`config.mk`:
```
export PLATFORM = sky130hd
export DESIGN_NAME = mux_arb_4
export DESIGN_NICKNAME = d
export VERILOG_FILES = /design/src/rtl/mux_arb_4_pkg.sv /design/src/rtl/mux_arb_4_mux.sv /design/src/rtl/mux_arb_4.sv
export SDC_FILE = /design/constraint.sdc
export NUM_CORES = 1
export LEC_CHECK = 0
export CORE_UTILIZATION = 43
export DETAILED_ROUTE_END_ITERATION = 8
export GPL_ROUTABILITY_DRIVEN = 1
export PLACE_DENSITY_LB_ADDON = 0.05
export SETUP_SLACK_MARGIN = 0.15
export SLEW_MARGIN = 20
export SYNTH_ARGS = -nofsm -noshare
export SYNTH_HDL_FRONTEND = slang
export SYNTH_SLANG_ARGS = --single-unit
```
`constraint.sdc`:
```
create_clock -name clk -period 2.4 [get_ports clk]
set_clock_uncertainty 0.1 [all_clocks]
set_input_delay 0.48 -clock clk [delete_from_list [all_inputs] [get_ports clk]]
set_output_delay 0.48 -clock clk [all_outputs]
set_load 0.01 [all_outputs]
```
`src/rtl/mux_arb_4_pkg.sv`:
```
// Shared types and constants for the 4-way round-robin arbiter with data mux.
package mux_arb_4_pkg;

    typedef enum logic {
        IDLE  = 1'b0,
        GRANT = 1'b1
    } state_t;

    localparam int NUM_REQ      = 4;
    localparam int SEL_W        = 2;
    localparam int HOLD_W       = 4;
    localparam int MAX_HOLD_DEF = 4;

    typedef struct packed {
        logic             vld;
        logic [SEL_W-1:0] idx;
    } pick_t;

endpackage

```
`src/rtl/mux_arb_4_mux.sv`:
```
// Plain 4:1 single-bit data select.
module mux_4_1
    import mux_arb_4_pkg::*;
(
    input  logic [SEL_W-1:0]   sel,
    input  logic [NUM_REQ-1:0] i,
    output logic               o
);

    assign o = i[sel];

endmodule

```
`src/rtl/mux_arb_4.sv`:
```
// Round-robin arbiter for four requesters with bounded hold time and a
// 4:1 data path steered by the current owner.
module mux_arb_4
    import mux_arb_4_pkg::*;
#(
    parameter int MAX_HOLD = MAX_HOLD_DEF
) (
    input  logic               clk,
    input  logic               rst,
    input  logic [NUM_REQ-1:0] req,
    input  logic [NUM_REQ-1:0] din,
    output logic [NUM_REQ-1:0] gnt,
    output logic [SEL_W-1:0]   sel,
    output logic               busy,
    output logic               q
);

    localparam logic [HOLD_W-1:0] HOLD_MAX = HOLD_W'(MAX_HOLD);

    state_t              state_q, state_d;
    logic [SEL_W-1:0]    ptr_q, ptr_d;
    logic [HOLD_W-1:0]   hold_q, hold_d;
    logic [NUM_REQ-1:0]  gnt_q, gnt_d;
    logic [SEL_W-1:0]    sel_q, sel_d;
    logic                mux_o;
    logic                others;
    pick_t               pk;

    // First asserted request scanning p, p+1, p+2, p+3; walking the
    // offsets downward lets the nearest hit overwrite farther ones.
    function automatic pick_t rr_pick(input logic [NUM_REQ-1:0] r,
                                      input logic [SEL_W-1:0]   p);
        pick_t            res;
        logic [SEL_W-1:0] idx;
        res = '0;
        for (int k = NUM_REQ - 1; k >= 0; k--) begin
            idx = p + SEL_W'(k);
            if (r[idx]) begin
                res.vld = 1'b1;
                res.idx = idx;
            end
        end
        return res;
    endfunction

    always_ff @(posedge clk) begin
        if (rst) begin
            state_q <= IDLE;
            ptr_q   <= '0;
            hold_q  <= '0;
            gnt_q   <= '0;
            sel_q   <= '0;
        end else begin
            state_q <= state_d;
            ptr_q   <= ptr_d;
            hold_q  <= hold_d;
            gnt_q   <= gnt_d;
            sel_q   <= sel_d;
        end
    end

    always_comb begin
        state_d = state_q;
        ptr_d   = ptr_q;
        hold_d  = hold_q;
        gnt_d   = gnt_q;
        sel_d   = sel_q;
        pk      = '0;
        others  = |(req & ~gnt_q);
        case (state_q)
            IDLE: begin
                pk = rr_pick(req, ptr_q);
                if (pk.vld) begin
                    state_d = GRANT;
                    gnt_d   = NUM_REQ'(1) << pk.idx;
                    sel_d   = pk.idx;
                    hold_d  = HOLD_W'(1);
                end
            end
            GRANT: begin
                if (req[sel_q]) begin
                    if (others && hold_q >= HOLD_MAX) begin
                        // Preempt: restart the scan just past the owner so it lands last.
                        ptr_d  = sel_q + SEL_W'(1);
                        pk     = rr_pick(req, sel_q + SEL_W'(1));
                        gnt_d  = NUM_REQ'(1) << pk.idx;
                        sel_d  = pk.idx;
                        hold_d = HOLD_W'(1);
                    end else if (hold_q < HOLD_MAX) begin
                        hold_d = hold_q + HOLD_W'(1);
                    end
                end else begin
                    ptr_d = sel_q + SEL_W'(1);
                    pk    = rr_pick(req, sel_q + SEL_W'(1));
                    if (pk.vld) begin
                        gnt_d  = NUM_REQ'(1) << pk.idx;
                        sel_d  = pk.idx;
                        hold_d = HOLD_W'(1);
                    end else begin
                        state_d = IDLE;
                        gnt_d   = '0;
                        hold_d  = '0;
                    end
                end
            end
            default: state_d = IDLE;
        endcase
    end

    mux_4_1 u_mux (
        .sel (sel_q),
        .i   (din),
        .o   (mux_o)
    );

    always_comb begin
        busy = (state_q == GRANT);
        q    = mux_o & busy;
    end

    assign gnt = gnt_q;
    assign sel = sel_q;

endmodule
```
==> flow_metrics.py <==
metrics = {
    "global_route": {
        "grt_util_all_layers": 0.219,
        "antenna_found_initial": 0,
        "grt-ovfl-total": 0,
        "grt_first_pass_wirelength_mm": 4.32,
        "grt_pass1_vias": 944,
        "grt_max_degree": 14,
    },
    "sta": {
        "hold_viol_final": 0,
        "min_period_over_period": 0.915,
        "maxSlewHeadroom": 0.649,
        "setup_slack_ns": 0.205,
        "slew_viol_final": 0,
        "max_slew.worst_pin.slew_ns": 0.525,
        "rsz0062_at_grt": "false",
        "finalSetupViolations": 0,
        "clock.fmax_mhz": 456,
        "period_needed_ns": 2.20,
        "holdWs_ns": 0.436,
    },
    "die": {
        "core_um2": 2210,
        "die_w_um": 50.6,
        "ios": 18,
        "die_area_um2": 2560,
        "die_h_um": 50.6,
        "rows": 17,
        "initial_core_util": 0.459,
    },
    "power_and_ir_drop": {
        "ir_drop_mv": 0.356,
        "p_leak_nw": 0.524,
        "powerDensity_nw_per_um2": 523,
        "p_total_mw": 0.677,
    },
    "final_layout": {
        "multi_input_area_um2": 662,
        "diodes": 0,
        "syn2layout_area_growth_pct": 27.3,
        "fillers": 215,
        "postLayoutCoreUtil": 0.585,
        "nets": 162,
        "drive_above_1_share": 0.207,
        "ff_latch_area_um2": 260,
        "stdcell_area_um2": 1290,
    },
    "synthesis": {
        "synthArstFlopShare": 0,
        "synth-seq-area-share": 0.256,
        "synth-compound-area-share": 0.318,
        "syn-num-nets": 134,
        "synth_edf_count": 0,
        "ys_warn_count": 0,
        "syn_area_per_cell_um2": 8.26,
        "synth_area_leader_cell": "dfxtp_1",
        "synth_top_family_by_area": "compound AO/OA/AOI/OAI gates",
        "synth_xor_xnor_area_share": 0.00862,
        "ys_top_cells_by_count": "dfxtp_1, a21oi_1, nor2_1",
        "synthMuxAreaShare": 0.0837,
        "synth_area_leaders": "dfxtp_1, a21oi_1, nand2b_1",
        "syn-cell-area_um2": 1020,
        "synth_top_area_frac": 0.256,
        "synth-simple-area-share": 0.222,
        "synth_flop_cell": "dfxtp_1",
        "synthAdderAreaFrac": 0.0123,
        "synth_seq_cells": 13,
        "postSynthCellCount": 123,
        "synth.most_common_cell": "dfxtp_1",
        "synthDistinctLibCells": 48,
    },
    "cts": {
        "cts_tree": "yes",
        "cts_setup_buffers": 0,
        "clk_path_buf_depth": 2,
        "cts_sinks": 13,
        "cts_max_level": 1,
        "clockRootBuffer": "clkbuf_4",
        "clock_latency_ns": 0.27,
        "numCtsBuffers": 3,
        "ctsHoldBuffers": 0,
        "clk_pin_slew_ns": 0.08,
    },
    "drt": {
        "drc": 0,
        "vias": 1027,
        "dr.pass1.iters": 4,
        "wl_per_cell_um": 14.1,
        "routed_wirelength_mm": 2.51,
        "via_per_inst": 5.77,
        "ant_nets": 0,
        "drt_iter0_markers": 21,
    },
    "worst_setup_path": {
        "startpoint_type": "input pin",
        "required_ns": 1.82,
        "crit_path_max_fanout": 1,
        "path_class": "input pin to output port",
        "critPathMaxStageDelay_ns": 0.45,
        "crit_path_end_kind": "output port",
        "slowest_stage": "mux4_2",
        "critical_path_arrival_ns": 1.62,
        "cp_cell_sequence": "clkdlybuf4s50_1 -> mux4_2 -> and2_1 -> buf_2",
    },
    "placement": {
        "finalWeightedCongestion": 0.805,
        "dp_hpwl_mm": 1.93,
        "dpl_cell_area_um2": 1260,
        "port_buffers": 17,
        "place_ws_ns": -0.153,
    },
    "flow_run": {
        "drv_cap": 0,
    },
    "worst_hold_path": {
        "hold_class": "flop to flop",
    },
    "status": {
        "status": "complete, no violations",
    },
}
==> cell type report <==
| cell class | count | area share |
|---|---|---|
| flip-flops and latches | 13 | 0.201 |
| inverters | 5 | 0.0145 |
| well taps | 28 | 0.0271 |
| repair buffers | 33 | 0.225 |
| clock buffers | 4 | 0.0203 |
| multi-input cells | 95 | 0.512 |
==> state kept, by name (all words and copies together) (netlist names) <==
register and cells:
busy 1, hold_q 4, ptr_q 2, gnt 4, sel 2
==> per-layer routing <==
layer  share of wire  vias to the layer above  track usage
met5               0                        -            0
met4           0.011                        0       0.0463
met3           0.049                        4       0.0545
met2            0.48                       30        0.371
met1            0.46                      475        0.277
li1                -                      518            -
==> stage by stage <==
stage / TNS, ns / instances
4_1_cts: 0 / 178
6_report: 0 / 178
3_3_place_gp: -0.624 / 174
2_1_floorplan: 0 / 123
3_5_place_dp: -0.811 / 174
5_1_grt: 0 / 178
==> kinds of logic (layout without fill, tap and decap cells) <==
| logic type | after synthesis | count (layout) |
|---|---|---|
| flops | 13 | 13 |
| simple gates | 41 | 41 |
| buf+inv | 15 | 42 |
| mux | 7 | 7 |
| fa+ha+maj | 1 | 1 |
| xor+xnor | 1 | 1 |
| compound gates | 45 | 45 |
==> worst paths after layout <==
kind              startpoint   endpoint  slack [ns]  cells past startpoint
setup / recovery      din[3]          q        0.20                      4
hold / removal        gnt[1]     gnt[1]        0.44                      2
setup reg to reg    ptr_q[1]  hold_q[0]        0.41                      5
hold reg to reg       gnt[1]     gnt[1]        0.44                      2
==> what timing repair did <==
action	CTS	global route
gates cloned	0	0
endpoints found under the setup margin	2	7
gates resized for setup	5	5
==> cells in the final DEF, fill, tap and decap left out, types with 2 or more instances in the layout <==
master / count
a211oi_1: 3
a21oi_1: 12
a221o_1: 2
a22oi_1: 2
a311oi_1: 2
a31oi_1: 2
and2_1: 3
buf_4: 16
clkbuf_4: 3
clkdlybuf4s50_1: 12
dfxtp_1: 13
dlymetal6s2s_1: 3
inv_1: 5
mux2_2: 2
mux2i_1: 3
nand2_1: 6
nand2b_1: 7
nor2_1: 9
nor2b_1: 2
nor3_1: 5
o21a_1: 2
o21ai_0: 3
o21ai_2: 2
o22ai_1: 4
==> critical path, delay by kind of cell <==
| kind | cells | cell delay [ns] |
|---|---|---|
| buf+inv | 2 | 0.52 |
| mux | 1 | 0.45 |
| simple gates | 1 | 0.16 |
==> power by group <==
| group | switching [mW] | internal (mW) | leakage [nW] |
|---|---|---|---|
| combinational | 0.126 | 0.146 | 0.402 |
| clock | 0.0725 | 0.0644 | 0.0150 |
| sequential | 0.0290 | 0.239 | 0.107 |
No activity file was read; power rests on OpenSTA's default activity.
